[src/rtl/lc3_mem_arbiter.sv]
`default_nettype none
// ============================================================================
// Module   : lc3_mem_arbiter
// Purpose  : Shares single-port LC-3 main memory between the CPU port and a
//            debug/loader port; fixed CPU priority with debug starvation guard.
// Revision : 1.0 - initial release
// ============================================================================
module lc3_mem_arbiter #(
  parameter int ADDR_W       = 16,
  parameter int DATA_W       = 16,
  parameter int MEM_LAT      = 1,
  parameter int STARVE_LIMIT = 4
) (
  input  logic              clk,
  input  logic              rst,
  input  logic              cpu_req,
  input  logic              cpu_we,
  input  logic [ADDR_W-1:0] cpu_addr,
  input  logic [DATA_W-1:0] cpu_wdata,
  output logic [DATA_W-1:0] cpu_rdata,
  output logic              cpu_ack,
  input  logic              dbg_req,
  input  logic              dbg_we,
  input  logic [ADDR_W-1:0] dbg_addr,
  input  logic [DATA_W-1:0] dbg_wdata,
  output logic [DATA_W-1:0] dbg_rdata,
  output logic              dbg_ack,
  output logic              mem_en,
  output logic              mem_we,
  output logic [ADDR_W-1:0] mem_addr,
  output logic [DATA_W-1:0] mem_wdata,
  input  logic [DATA_W-1:0] mem_rdata,
  output logic [1:0]        owner
);

  localparam logic [2:0] C_LAT_M1       = 3'(MEM_LAT - 1);
  localparam logic [3:0] C_STARVE_LIMIT = 4'(STARVE_LIMIT);
  localparam logic [1:0] C_OWN_NONE     = 2'b00;
  localparam logic [1:0] C_OWN_CPU      = 2'b01;
  localparam logic [1:0] C_OWN_DBG      = 2'b10;

  typedef enum logic [1:0] {
    S_IDLE  = 2'd0,
    S_ISSUE = 2'd1,
    S_WAIT  = 2'd2,
    S_RESP  = 2'd3
  } state_t;

  state_t            r_state;
  state_t            w_next;
  logic [1:0]        r_owner;
  logic              r_we;
  logic [ADDR_W-1:0] r_addr;
  logic [DATA_W-1:0] r_wdata;
  logic [DATA_W-1:0] r_cpu_rdata;
  logic [DATA_W-1:0] r_dbg_rdata;
  logic [2:0]        r_wait;
  logic [3:0]        r_starve;
  logic              w_grant_dbg;
  logic              w_grant_cpu;

  // Debug wins only when the CPU is quiet or has been served its quota.
  assign w_grant_dbg = dbg_req && (!cpu_req || (r_starve == C_STARVE_LIMIT));
  assign w_grant_cpu = cpu_req && !w_grant_dbg;

  always_ff @(posedge clk or negedge rst) begin
    if (!rst) r_state <= S_IDLE;
    else      r_state <= w_next;
  end

  always_comb begin
    w_next  = r_state;
    mem_en  = 1'b0;
    mem_we  = 1'b0;
    cpu_ack = 1'b0;
    dbg_ack = 1'b0;
    case (r_state)
      S_IDLE: begin
        if (w_grant_dbg || w_grant_cpu) w_next = S_ISSUE;
      end
      S_ISSUE: begin
        mem_en = 1'b1;
        mem_we = r_we;
        w_next = S_WAIT;
      end
      S_WAIT: begin
        if (r_wait == 3'd0) w_next = S_RESP;
      end
      S_RESP: begin
        cpu_ack = (r_owner == C_OWN_CPU);
        dbg_ack = (r_owner == C_OWN_DBG);
        w_next  = S_IDLE;
      end
      default: w_next = S_IDLE;
    endcase
  end

  always_ff @(posedge clk or negedge rst) begin
    if (!rst) begin
      r_owner     <= C_OWN_NONE;
      r_we        <= 1'b0;
      r_addr      <= '0;
      r_wdata     <= '0;
      r_cpu_rdata <= '0;
      r_dbg_rdata <= '0;
      r_wait      <= '0;
      r_starve    <= '0;
    end else begin
      case (r_state)
        S_IDLE: begin
          if (!dbg_req) r_starve <= '0;
          if (w_grant_dbg) begin
            r_owner  <= C_OWN_DBG;
            r_we     <= dbg_we;
            r_addr   <= dbg_addr;
            r_wdata  <= dbg_wdata;
            r_starve <= '0;
          end else if (w_grant_cpu) begin
            r_owner <= C_OWN_CPU;
            r_we    <= cpu_we;
            r_addr  <= cpu_addr;
            r_wdata <= cpu_wdata;
            if (dbg_req && (r_starve != C_STARVE_LIMIT)) r_starve <= r_starve + 4'd1;
          end else begin
            r_owner <= C_OWN_NONE;
          end
        end
        S_ISSUE: r_wait <= C_LAT_M1;
        S_WAIT: begin
          // Memory data is only trusted on the final wait cycle.
          if (r_wait == 3'd0) begin
            if (!r_we && (r_owner == C_OWN_CPU)) r_cpu_rdata <= mem_rdata;
            if (!r_we && (r_owner == C_OWN_DBG)) r_dbg_rdata <= mem_rdata;
          end else begin
            r_wait <= r_wait - 3'd1;
          end
        end
        S_RESP: r_owner <= C_OWN_NONE;
        default: r_owner <= C_OWN_NONE;
      endcase
    end
  end

  assign mem_addr  = r_addr;
  assign mem_wdata = r_wdata;
  assign cpu_rdata = r_cpu_rdata;
  assign dbg_rdata = r_dbg_rdata;
  assign owner     = r_owner;

endmodule
`default_nettype wire
[config.mk]
export PLATFORM = sky130hd
export DESIGN_NAME = lc3_mem_arbiter
export DESIGN_NICKNAME = d
export VERILOG_FILES = /design/src/rtl/lc3_mem_arbiter.sv
export SDC_FILE = /design/constraint.sdc
export NUM_CORES = 1
export LEC_CHECK = 0
export ABC_CLOCK_PERIOD_IN_PS = 4000
export CAP_MARGIN = 5
export CORE_MARGIN = 3
export CORE_UTILIZATION = 45
export CTS_CLUSTER_DIAMETER = 40
export DETAILED_ROUTE_END_ITERATION = 10
export HOLD_SLACK_MARGIN = 0.02
export PLACE_DENSITY = 0.85
export SETUP_SLACK_MARGIN = 0.2
export SLEW_MARGIN = 20
export SYNTH_ARGS = -nofsm -noshare
export SYNTH_HDL_FRONTEND = slang
export SYNTH_SLANG_ARGS = --single-unit
[constraint.sdc]
create_clock -name clk -period 4 [get_ports clk]
set_input_delay 0.8 -clock clk [delete_from_list [all_inputs] [get_ports clk]]
set_output_delay 0.8 -clock clk [all_outputs]
set_load 0.05 [all_outputs]
# [Yosys cells after proc, flatten, opt, wreduce, memory -nomap -nowiden]
# Index checks and enable logic that the tools add are counted.
[totals] regBits=76 latchBits=0 mem_bits_rw=0 mem_bits_ro=0 in_bits=86 out_inout_bits=70 word_cells=63 n_memories=0
[op_classes] n_addsub=2 multipliers=0 div_mod_pow=0 n_lt_le_gt_ge=0 n_eq_ne=10 shifts=0 n_mux=22 bitwise=0 reduce_logical=20
[ops] op="$mux W16" count=4
[ops] op="$mux W4" count=4
[ops] op="$pmux W2 S4" count=1
[ops] op="$mux W1" count=7
[ops] op="$eq A2 B2 Y1 const B" count=3
[ops] op="$mux W2" count=3
[ops] op="$ne A2 B2 Y1 const B" count=3
[ops] op="$pmux W3 S2" count=1
[ops] op="$reduce_and A2 Y1" count=3
[ops] op="$reduce_and A3 Y1" count=2
[ops] op="$reduce_bool A2 Y1" count=3
[ops] op="$logic_and A1 B1 Y1" count=5
[ops] op="$add A4 B1 Y4 const B" count=1
[ops] op="$eq A2 B1 Y1 const B" count=2
[ops] op="$eq A4 B3 Y1 const B" count=1
[ops] op="$ne A4 B3 Y1 const B" count=1
[ops] op="$pmux W2 S2" count=1
[ops] op="$logic_not A1 Y1" count=3
[ops] op="$logic_not A3 Y1" count=1
[ops] op="$mux W3" count=1
[ops] op="$sub A3 B1 Y3 const B" count=1
[ops] op="$logic_not A2 Y1" count=1
[ops] op="$logic_or A1 B1 Y1" count=2

# [Logic depth before layout (Yosys ltp)]
[logic_depth] word_depth=8 mapped_depth=7 ltp_nobuf=6

# [Least setup slack after synthesis]
# Ideal clock, no wire load.
[synth_timing] path_type="reg2out" start="reg r_state[1]" end="out mem_we" arrival_time_ps=1470 t_required_ps=3200 slack_ps=1730 path_stages_with_launch=4 n_path_buf=0 path_cell_list="dfrtp_1 > inv_1 > ha_1 > and2_1"
[synth_between] elab_chain_len=2
[synth_rtl] element="from (decl)" line_no="49" text="state_t r_state;"
[synth_rtl] element="from (signal assigned)" line_no="68" text="else r_state <= w_next;"
[synth_rtl] element="$eq A2 B1 Y1" line_no="77" text="case (r_state)"
[synth_rtl] element="$mux W1" line_no="77"
[synth_rtl] element="to (decl)" line_no="29" text="output logic mem_we,"
# No other way between the ends.

# [Worst setup path in the final report]
# Same ends and word-level chain as after synthesis.

==> metrics.cfg <==
[status]
status = finished clean

[timing]
finalSetupViolations = 0
period_share_pct = 71.7
post-route-min-period_ns = 2.87
hold_ws_ns = 0.497
rsz0062_at_grt = false
final.setup.tns_ns = 0
hold_viol_final = 0
worst_slew_pin_slew_ns = 1.06
final-max-slew-violation-count = 0
fmaxAchievable_mhz = 349
fin_skew_ns = 0.00718
maxSlewHeadroom_pct = 29.1

[power_and_ir_drop]
leakage_nw = 2.19
ir_worst_vdd_mv = 0.450
cellPowerDensity_nw_per_um2 = 869

[detailed_routing]
drc = 0
initialDrtViolationCount = 108
vias_per_cell = 5.49
detail_route.wl_per_cell_um = 17.0
num_vias = 3155
drt_pass1_iterations = 4
wirelength_mm = 9.80
ant_nets = 0

[yosys]
ys_warn_count = 0
synth.largest_area_cell = dfrtp_1
netlist_area_um2 = 3530
synth_nets = 417
ys_ff_latch = 76
synth_seq_area_share_pct = 53.9
synth_fa_ha_area_share_pct = 3.19
synth_top_area_share_pct = 53.9
synth_xor_area_share_pct = 0
synth.distinct_cells = 35
synth-compound-area-share_pct = 10.3
synthTopCellsByArea = dfrtp_1, mux2_2, nand2_1, o211ai_1, nand4_1
yosys-mux-area-fraction_pct = 11.1
yosys.area_share.simple_pct = 17.6
synth_top_family_by_area = simple AND/OR/NAND/NOR gates
syn_inst = 322
synth_area_per_cell_um2 = 10.9

[setup_path]
required_ns = 3.20
cp-end-kind = output port
cp_max_fo = 4
worstPathArrival_ns = 2.07
r2r_setup_slack_ns = 1.57
r2r-end = r_starve[3]$_DFFE_PN0P_
r2r-start = r_state[0]$_DFFE_PN0P_
path_class = flop to output port
r2r_cells = 5
startpoint_type = flop

[die]
die_area_um2 = 8930
dieWidth_um = 94.5
row_count = 31
initial_core_util_pct = 47.6
die_h_um = 94.5
io_pins = 156
fp.coreArea_um2 = 7410

[clock_tree]
cts.path.max_buffers = 2
cts_buffers = 9
cts_root_buffer = clkbuf_8
clock-sinks = 76
ctsResizeCount = 0
htree_levels = 3
cts_setup_buffers = 0
postCtsHoldBufs = 0
clk_pin_slew_ns = 0.08
cts_tree = done
clock_latency_ns = 0.35

[min_path]
holdPathEnd = mem_wdata[2]$_DFFE_PN0P_
whs_path_depth = 2
min_path_type = flop to flop
min-delay-start = mem_wdata[2]$_DFFE_PN0P_

[grt]
grt_max_degree = 77
grtUsageTotal_pct = 22.6
grt_pass1_wl_mm = 15.8
overflow = 0
grt_pass1_vias = 3303
antenna_found_initial = 0

[layout]
fillCellCount = 516
drive_gt1_share_pct = 13.2
nNetsFinal = 566
areaGrowthSynthToFinish_pct = 51.2
diodes = 0

[flow_run]
drv_cap = 0

[placed_design]
place_congestion = 0.734
dp_hpwl_mm = 7.22
numPortBuffers = 155

## worst max path at each step
stage,to,from
floorplan,mem_we,r_state[1]$_DFFE_PN0P_
detailed placement,r_starve[3]$_DFFE_PN0P_,cpu_req
finish,mem_we,r_state[1]$_DFFE_PN0P_
global route,mem_we,r_state[1]$_DFFE_PN0P_
global placement,mem_addr[1]$_DFFE_PN0P_,cpu_req
CTS,mem_we,r_state[1]$_DFFE_PN0P_
## Yosys cell counts (all sizes together)
cell / instances
a22o: 1
nand3b: 1
mux2i: 2
and2: 1
dfrtp: 76
a21o: 1
o211ai: 33
o41ai: 1
a21oi: 2
buf: 5
mux2: 33
o31ai: 2
inv: 9
o21a: 1
nor3: 1
clkbuf: 18
o21ai: 4
nor2b: 1
nand2: 74
nand3: 1
o32ai: 1
o22ai: 1
nor4b: 2
ha: 9
nand4: 33
nor3b: 1
and3b: 3
o32a: 1
or3b: 1
nand4b: 1
a41oi: 1
nor2: 1
## registers in the layout, summed over array words and instances (netlist names)
name,cells
cpu_rdata,16
mem_wdata,16
mem_addr,16
owner,2
r_state,2
r_starve,4
r_wait,3
r_we,1
dbg_rdata,16
## per-layer routing
metal | wire length [um] | vias to the layer above | global-route usage, %
li1 | - | 1468 | -
met1 | 3790 | 1519 | 26.0
met2 | 4820 | 149 | 39.6
met3 | 932 | 19 | 6.29
met4 | 262 | 0 | 9.62
met5 | 0 | - | 0
## per-stage QoR
| stage | setup WS, ns | std cells | total power [mW] | cell area [um2] | util [%] |
|---|---|---|---|---|---|
| after global placement | 1.15 | 559 | 4.04 | 5150 | 69.5 |
| after CTS | 1.11 | 575 | 4.67 | 5330 | 71.9 |
| after floorplan | 1.73 | 322 | 3.14 | 3530 | - |
| after global routing | 1.04 | 575 | 4.89 | 5330 | 71.9 |
| final | 1.13 | 575 | 4.63 | 5330 | 71.9 |
| after detailed placement | 1.05 | 559 | 4.12 | 5150 | 69.5 |
## where the power goes
group          leakage [nW]  internal, mW  switching, mW
logic                  1.15         0.983           1.78
clock network        0.0908         0.235          0.307
registers             0.952          1.11          0.213
## cells by family (layout without fill, tap and decap cells)
family | after synthesis | count (layout)
AND/OR/NAND/NOR | 121 | 121
flip-flops | 76 | 76
buffers and inverters | 32 | 186
adder cells (fa/ha/maj) | 9 | 9
AO/OA/AOI/OAI | 49 | 49
multiplexers | 35 | 35
## critical path, stage by stage, from the launching register on
cell and delay (ns):
dfrtp_1 0.42, inv_1 0.11, ha_1 0.22, and2_1 0.16
clkdlybuf4s50_1 0.81
## layout make-up
cell class	count	area, um2	area share (%)
clock inverter	7	60.1	1.13
timing repair buffer	161	1590	29.9
clock buffer	9	124	2.32
inverter	9	33.8	0.634
multi-input combinational	214	1490	28.0
tap	99	124	2.32
sequential	76	1900	35.7
## cell usage in the layout, fill, tap and decap left out, types with 2 or more instances in the layout
cell type	netlist	final
ha_1	9	9
nand2_1	73	73
buf_4	0	7
o21ai_0	2	2
and3b_1	3	3
o211ai_1	33	33
a21oi_1	2	2
nand4_1	33	33
inv_6	0	3
o31ai_1	2	2
o21ai_2	0	2
clkbuf_8	0	9
mux2_2	33	33
mux2i_1	2	2
dfrtp_1	76	76
clkdlybuf4s50_1	0	154
clkinv_4	0	3
nor4b_4	2	2
inv_1	9	9
Note: power is estimated with default switching activity, not from simulation.
